===== src/rtl/counter_driver.sv =====
`default_nettype none
// ============================================================================
// counter_driver: walks an external up/down counter one step at a time to a
// requested target, aborting on overflow or an unresponsive counter.
// Revision 1.0
// ============================================================================
module counter_driver #(
  parameter int TIMEOUT = 4
) (
  input  logic       clk,
  input  logic       reset,
  input  logic       req_valid,
  input  logic [3:0] req_target,
  output logic       req_ready,
  input  logic [3:0] count,
  input  logic       overflow,
  output logic       act,
  output logic       up_down,
  output logic       done,
  output logic       err
);

  localparam int TW = (TIMEOUT > 0) ? $clog2(TIMEOUT + 1) : 1;
  localparam logic [TW-1:0] TMAX = TW'(TIMEOUT);

  localparam logic [1:0] S_IDLE = 2'd0;
  localparam logic [1:0] S_STEP = 2'd1;
  localparam logic [1:0] S_WAIT = 2'd2;
  localparam logic [1:0] S_DONE = 2'd3;

  logic [1:0]    state;
  logic [1:0]    state_nxt;
  logic          err_nxt;
  logic [3:0]    target;
  logic [3:0]    snap;
  logic [TW-1:0] tcnt;

  always_comb begin
    state_nxt = state;
    err_nxt   = 1'b0;
    case (state)
      S_IDLE: begin
        if (req_valid) begin
          state_nxt = (count == req_target) ? S_DONE : S_STEP;
        end
      end
      S_STEP: state_nxt = S_WAIT;
      S_WAIT: begin
        // Priority: overflow, arrival, progress, then timeout.
        if (overflow) begin
          state_nxt = S_DONE;
          err_nxt   = 1'b1;
        end else if (count == target) begin
          state_nxt = S_DONE;
        end else if (count != snap) begin
          state_nxt = S_STEP;
        end else if (tcnt == TMAX) begin
          state_nxt = S_DONE;
          err_nxt   = 1'b1;
        end
      end
      S_DONE:  state_nxt = S_IDLE;
      default: state_nxt = S_IDLE;
    endcase
  end

  always_ff @(posedge clk or negedge reset) begin
    if (!reset) begin
      state   <= S_IDLE;
      err     <= 1'b0;
      target  <= 4'd0;
      snap    <= 4'd0;
      tcnt    <= '0;
      up_down <= 1'b0;
    end else begin
      state <= state_nxt;
      err   <= err_nxt;
      if (state == S_IDLE && req_valid) begin
        target  <= req_target;
        up_down <= (req_target > count);
      end
      // snap holds the pre-step count so WAIT can detect the counter moving.
      if (state == S_STEP) begin
        snap <= count;
        tcnt <= '0;
      end else if (state == S_WAIT && tcnt != TMAX) begin
        tcnt <= tcnt + 1'b1;
      end
    end
  end

  assign act       = (state == S_STEP);
  assign req_ready = (state == S_IDLE);
  assign done      = (state == S_DONE);

endmodule
`default_nettype wire


===== config.mk =====
export PLATFORM = sky130hd
export DESIGN_NAME = counter_driver
export DESIGN_NICKNAME = d
export VERILOG_FILES = /design/src/rtl/counter_driver.sv
export SDC_FILE = /design/constraint.sdc
export NUM_CORES = 1
export LEC_CHECK = 0
export BUFFER_PORTS_ARGS = -buffer_cell sky130_fd_sc_hd__buf_2
export CORE_UTILIZATION = 40
export DETAILED_ROUTE_END_ITERATION = 16
export REMOVE_ABC_BUFFERS = 1
export SYNTH_ARGS = -nofsm -noshare
export SYNTH_HDL_FRONTEND = slang
export SYNTH_SLANG_ARGS = --single-unit

===== constraint.sdc =====
create_clock -name clk -period 1.91 [get_ports clk]
set_input_delay 0.2865 -clock clk [delete_from_list [all_inputs] [get_ports clk]]
set_output_delay 0.2865 -clock clk [all_outputs]
set_load 0.1 [all_outputs]

# Word level (Yosys, flattened, before mapping)

Index checks and enable logic that the tools add are counted.

Register bits after elaboration: 15
Input bits: 12

Magnitude comparators: 1
Add/sub/neg operators: 1
Equality and inequality tests: 10
Mux-type cells: 14
Reduce and logical (&&, ||, !) cells: 5

Operator list:

| operator                                            | count |
|---|---|
| two-way mux 2 bit                                   | 6 |
| equality test 4 bit                                 | 2 |
| case mux 2 bit (4 select lines)                     | 1 |
| two-way mux 3 bit                                   | 2 |
| two-way mux 1 bit                                   | 5 |
| != test 5 bit, second input constant                | 1 |
| equality test 2 bit, second input constant          | 2 |
| greater-than comparator 4 bit                       | 1 |
| != test 4 bit                                       | 1 |
| adder 3 x 1 -> 3 bit, second input constant         | 1 |
| equality test 3 bit, second input constant          | 1 |
| != test 3 bit, second input constant                | 1 |
| equality test 2 x 1 -> 1 bit, second input constant | 1 |
| logical AND 1 bit                                   | 2 |
| zero test 2 bit                                     | 1 |
| != test 2 bit, second input constant                | 1 |
| AND reduction 2 bit                                 | 1 |
| nonzero test 2 bit                                  | 1 |

# Longest topological paths before layout

Gate-level depths: netlist (run 1).

Depth in word-level cells: 6
Gate-level depth with buffers: 6
Gate-level depth less buffers: 6

# Worst setup path before layout (run 1)

Ideal clock, no wire load.

Kind: reg2reg
Start point: register state[0]
End point: register target[1]
Path buffers: 1
Clock period less this slack: 2.736 ns
Stages on the path, launching flop included: 5
Slack: -0.826 ns
Arrival: 2.612 ns
Required time: 1.785 ns
Path through: dfrtp_1 > buf_2 > nor2_1 > nand2_1 > mux2_2

Cells in the longest elaborated chain, start to end: 2

RTL lines:

| what                   | line | text |
|---|---|---|
| from (decl)            | 31   | `logic [1:0] state;` |
| from (signal assigned) | 76   | `state <= state_nxt;` |
| zero test 2 bit        | -    |  |
| net req_ready          | 14   | `output logic req_ready,` |
| logical AND 1 bit      | 78   | `if (state == S_IDLE && req_valid) begin` |
| to (signal assigned)   | 79   | `target <= req_target;` |
| to (decl)              | 34   | `logic [3:0] target;` |

The timed path passes the listed nets, and every way through them passes these cells.
A chain may end at the register's enable or synchronous reset.

# Worst setup path in the final report (run 1)

Start point: register state[0]
End point: output act

Cells in the longest elaborated chain, start to end: 1

RTL lines:

| what                         | line | text |
|---|---|---|
| equality test 2 x 1 -> 1 bit | 92   | `assign act = (state == S_STEP);` |
| to (decl)                    | 17   | `output logic act,` |

Every way passes these cells.

==> results of run 1 <==
metal layers:
metal | up-vias | track usage | routed length (um)
met5 | - | 0 | 0
met4 | 0 | 0.0735 | 14
met3 | 2 | 0.0187 | 29
met1 | 321 | 0.195 | 705
met2 | 7 | 0.285 | 855
li1 | 324 | - | -
power groups by stage:
stage	clock network, mW	logic [mW]	registers [mW]
after global placement	0	0.985	0.593
after floorplan	0	0.694	0.695
after global routing	0.213	1.07	0.618
final	0.185	0.995	0.595
after CTS	0.193	1.00	0.594
after detailed placement	0	0.995	0.598
path summary, 6_finish.rpt:
path | start | cells past startpoint | slack [ns] | endpoint
min in group asynchronous | reset | 2 | 0.43 | state[1]$_DFFE_PN0P_
max | state[0]$_DFFE_PN0P_ | 3 | 0.19 | act
min | req_target[3] | 2 | 0.25 | target[3]$_DFFE_PN0P_
max in group asynchronous | reset | 2 | 1.22 | state[0]$_DFFE_PN0P_
max reg2reg | snap[1]$_DFFE_PN0P_ | 4 | 0.47 | state[0]$_DFFE_PN0P_
min reg2reg | target[0]$_DFFE_PN0P_ | 2 | 0.52 | target[0]$_DFFE_PN0P_
worst max-delay path: stages (launching register included):
cell and delay (ns):
dfrtp_1 0.49, inv_1 0.12, nor2_2 0.31, buf_12 0.22
synth_stat cells:
cell type / number / area share
nor4bb_1: 1 / 0.011
o21ai_0: 5 / 0.028
nor4b_1: 1 / 0.0099
nor3b_1: 2 / 0.017
dfrtp_1: 15 / 0.42
o21a_1: 1 / 0.0085
xor2_1: 8 / 0.079
nand2_1: 6 / 0.025
mux2i_1: 2 / 0.023
nor2b_1: 1 / 0.0071
ha_1: 6 / 0.085
nand4_1: 1 / 0.0071
o211a_1: 1 / 0.011
nor4_1: 1 / 0.0071
a22oi_1: 1 / 0.0085
a21oi_1: 4 / 0.023
mux2_2: 7 / 0.089
a211oi_1: 2 / 0.017
inv_1: 9 / 0.038
buf_2: 2 / 0.011
nor4_4: 2 / 0.048
nor2_1: 5 / 0.021
registers in the layout, summed over array words and instances, names as in the netlist:
name     count
target       4
state        2
up_down      1
snap         4
err          1
tcnt         3
cell families (layout without fill, tap and decap cells):
family                     count (synthesis)  after routing
xor gates and xnor gates                   8              8
adders and majority gates                  6              6
buffers and inverters                     11             30
muxes                                      9              9
and+or+nand+nor                           20             20
AOI/OAI and AO/OA                         14             14
DFF                                       15             15
what timing repair did:
item	4_1_cts	5_1_grt
endpoints found under the setup margin	0	1
hold buffers	1	0
endpoints found under the hold margin	15	0
buffers inserted	0	0
gates resized for setup	0	2
placed cells by master (no fill, tap or decap), drive strengths merged:
cell,instances
nor3b,2
inv,9
dlygate4sd3,1
nor4b,1
dfrtp,15
nand2,6
a21oi,4
ha,6
xor2,8
nor4bb,1
nor2,5
nor2b,1
mux2,7
o21a,1
clkinv,1
a211oi,2
o211a,1
o21ai,5
mux2i,2
a22oi,1
nor4,3
clkbuf,4
nand4,1
buf,15
through the flow:
stage,setup WS (ns),cells,util,cell area [sq um]
floorplan,-0.786,81,-,875
global placement,0.384,124,0.496,1000
detailed placement,0.366,124,0.496,1000
CTS,0.0393,129,0.515,1040
global route,0.0864,129,0.517,1050
finish,0.191,129,0.517,1050
cell type report:
class | instances | share of cell area
inverter | 9 | 0.0323
sequential | 15 | 0.359
tap | 27 | 0.0323
timing repair buffer | 17 | 0.103
clock buffer | 3 | 0.0215
clock inverter | 1 | 0.00478
multi-input combinational | 57 | 0.447
==> run summary, run 1 <==
# DRC -> 0
CP Class -> reg2out
RSZ-0062 raised after global routing -> false
CP Launch Type -> register
Number of placed I/O pins -> 17
Tmin final -> 1.72 ns
Total power -> 1.77 mW
Post-Synth Adder-Cell Area -> 0.0849
Post-synthesis sequential area ratio -> 0.424
Slew HR -> 0.679
Vias in the first global route -> 672
Tightest Hold Check Type -> in2reg
Leak -> 0.507 nW
Worst-Skew Late Latency -> 0.28 ns
1st-iter DRT viols -> 8
WL/cell -> 12.4 um
Post-synthesis xor/xnor area fraction -> 0.0792
Avg Cell Area, Syn -> 10.7 sq um
Outcome -> finished, final reports clean
Clock Sinks -> 15
Cell internal pwr -> 0.874 mW
Die X -> 49.0 um
Main combinational cell family by area after synthesis -> simple AND/OR/NAND/NOR gates
Combinational share of power -> 0.560
CP Max Fanout -> 9
Starting density of the core -> 0.437
Clock power frac -> 0.104
Core area -> 2020 sq um
Max-capacitance violation count -> 0
Switch share -> 0.507
Root Buffer -> clkbuf_4
Clock Skew -> 0.00479 ns
Hold_ws -> 0.252 ns
Post-Syn Instances -> 83
Num CTS Buffers -> 3
Via count -> 654
Antenna violations before repair -> 0
Routed WL -> 1.61 mm
Compound-Gate Fraction of Synth Area -> 0.0962
GRT Overall Usage -> 0.161
FF+latch count, synth -> 15
Drt pass-1 iters -> 4
Site Rows -> 16
Flop pwr share -> 0.335
Die area -> 2400 sq um
Filler cell count in the final layout -> 188
Final period utilization -> 0.900
Peak supply drop -> 0.697 mV
Least-Margin Pin Slew -> 0.485 ns
Simple-Gate Fraction of Synth Area -> 0.154
Syn Std Cell Area -> 885 sq um
Max-slew violations -> 0
Area of the multi-input gates -> 468 sq um
# nets final -> 121
Reg area -> 375 sq um
Data required time of the worst path -> 1.62 ns
GRT overflow -> 0
Switching power -> 0.900 mW
Number of synthesis warnings -> 0
Arr. time, crit path -> 1.43 ns
Share of cells above drive strength 1 -> 0.294
Crit end category -> primary output
Bufs on Longest Clock Path -> 2
Synth cell types -> 22
Via/cell ratio -> 5.07
Die Y-Extent -> 49.0 um
Hold Vio Cnt, Final -> 0
Setup TNS -> 0 ns
Achievable Freq -> 582 MHz
H-tree Lvls -> 1
ANT cells -> 0
Cell Pwr Density -> 1700 nW/um^2
Mux contribution to synthesized area -> 0.112
HPWL after DPL -> 1.25 mm
Synth-to-layout area growth -> 18.2%
Global-route wire length before repair -> 2.95 mm
CTS tree -> done
ANT nets after route -> 0
Port bufs -> 16
Clock transition at path regs -> 0.09 ns
GP Congestion -> 0.726
# setup viols final -> 0
Pin count of the biggest net entering global routing -> 16
Power figures use the tool's default switching activity.
==> run 2, diff against run 1 <==
- clock period: 1.91 -> 1.7 ns (I/O delays scaled with it)
==> run 2 against run 1 <==
Sequential share of layout area fell by 1.1 points; first-iteration DRC count unchanged; count of clock-buffer cells in the layout rose by 1; die area unchanged; worst hold slack got worse by 0.029 ns; total power grew 17%; critical path type unchanged; largest cell class unchanged.
==> run summary, run 2 (same netlist as run 1, synthesis figures left out) <==
Root Buffer -> clkbuf_4
Global-route wire length before repair -> 2.67 mm
Tightest Hold Check Type -> in2reg
Most frequent cells in the layout -> dfrtp_1, buf_2, inv_1
Number of placed I/O pins -> 17
Slew HR -> 0.679
Cell mode on critical path -> buf_4
Pin count of the biggest net entering global routing -> 16
GRT overflow -> 0
# nets final -> 124
Vias in the first global route -> 660
Via count -> 664
Final period utilization -> 0.922
Clock transition at path regs -> 0.08 ns
HPWL after DPL -> 1.27 mm
Die X -> 49.0 um
Achievable Freq -> 638 MHz
Post-route cell area -> 1080 sq um
GP Congestion -> 0.666
Arr. time, crit path -> 1.31 ns
Leak -> 0.523 nW
Reg-to-reg endpoint -> state[0]$_DFFE_PN0P_
Min-delay src -> req_target[3]
Cell family with most CP delay -> buffers and inverters
Clock Skew -> 0.00297 ns
Clock Sinks -> 15
Final std cells w/o fill -> 132
GRT Overall Usage -> 0.146
Critical path's slowest cell -> dfrtp_1
Place WS -> 0.292 ns
Tmin final -> 1.57 ns
Outcome -> finished, final reports clean
CTS tree -> done
Max-slew violations -> 0
PnR worst setup slack -> 0.133 ns
ANT cells -> 0
H-tree Lvls -> 1
CP Max Fanout -> 6
Cell Pwr Density -> 1930 nW/um^2
Bufs on Longest Clock Path -> 2
Path depth of the worst reg2reg path -> 4
1st-iter DRT viols -> 8
Worst Hold Path EP -> target[3]$_DFFE_PN0P_
RSZ-0062 raised after global routing -> false
Via/cell ratio -> 5.03
Commonest non-fill, non-tap cell in the layout -> dfrtp_1
Port bufs -> 16
Hold path cells -> 2
Routed WL -> 1.55 mm
Die Y-Extent -> 49.0 um
Hold_ws -> 0.223 ns
Dpl cells -> 127
Reg2reg setup slack -> 0.32 ns
Top Registers -> snap (4), target (4), tcnt (3)
Num CTS Buffers -> 3
Crit end category -> primary output
Drt pass-1 iters -> 4
Peak supply drop -> 1.03 mV
Total power -> 2.08 mW
Max-capacitance violation count -> 0
Site Rows -> 16
# setup viols final -> 0
CP Class -> reg2out
Starting density of the core -> 0.437
WL/cell -> 11.8 um
Worst-Skew Late Latency -> 0.28 ns
FF-to-FF Start -> snap[1]$_DFFE_PN0P_
Worst path cell trace -> buf_4, nor2_1, buf_4, buf_12
Least-Margin Pin Slew -> 0.485 ns
Hold Vio Cnt, Final -> 0
Synth-to-layout area growth -> 22.1%
Cell area after placement -> 1040 sq um
# DRC -> 0
Data required time of the worst path -> 1.44 ns
Share of cells above drive strength 1 -> 0.295
WP buf/inv -> 3
Antenna violations before repair -> 0
Die area -> 2400 sq um
ANT nets after route -> 0
Max stage delay on crit path -> 0.44 ns
CP Launch Type -> register
Core area -> 2020 sq um
==> run 2: cell types whose count changed in the layout (fill, tap and decap cells not counted) <==
cell and delta:
nor2_1 +1, clkbuf_1 +1, buf_4 +3, nor2_2 -1, buf_12 +1, clkinv_2 -1, buf_2 -1
==> run 2: final cells by class <==
class / instances / area [sq um]
fillers: 191 / 942
clock buffers: 4 / 26.3
inverters: 9 / 33.8
well taps: 27 / 33.8
repair buffers: 20 / 145
multi-input cells: 57 / 465
flip-flops and latches: 15 / 375
==> run 2: metal layers <==
layer  vias up  share of wire  GRT usage
met5         -              0          0
met4         0          0.020     0.0735
met3         5          0.031     0.0218
met2        12           0.52      0.275
met1       316           0.43      0.156
li1        331              -          -
==> run 2: worst reg2reg max path, stage by stage (launching register included) <==
cell,delay (ns)
dfrtp_1,0.40
xor2_1,0.17
nor4_4,0.30
nor4bb_1,0.29
a211oi_1,0.11
==> run 2: how the worst max path moves through the flow <==
stage	start	end	slack, ns	cells past startpoint
floorplan	state[0]$_DFFE_PN0P_	target[1]$_DFFE_PN0P_	-1.0	3
global placement	count[1]	state[0]$_DFFE_PN0P_	0.32	5
detailed placement	count[1]	state[0]$_DFFE_PN0P_	0.29	5
CTS	state[1]$_DFFE_PN0P_	req_ready	0.06	2
global route	state[1]$_DFFE_PN0P_	act	0.04	4
finish	state[1]$_DFFE_PN0P_	act	0.13	4
==> run 2: power by group <==
part | internal (mW) | switching (mW) | total, mW
Combinational | 0.449 | 0.787 | 1.24
Clock | 0.0911 | 0.112 | 0.203
Sequential | 0.523 | 0.120 | 0.642
==> run 2: timing repair <==
item | in CTS | in global routing
hold buffers | 1 | 0
setup endpoints to repair | 0 | 1
resized for setup | 0 | 1
endpoints found under the hold margin | 15 | 0
buffers inserted | 0 | 0
==> run 2: through the flow <==
stage	setup TNS (ns)	util
6_report	0	0.534
2_1_floorplan	-9.93	-
3_3_place_gp	0	0.515
3_5_place_dp	0	0.515
5_1_grt	0	0.534
4_1_cts	0	0.533
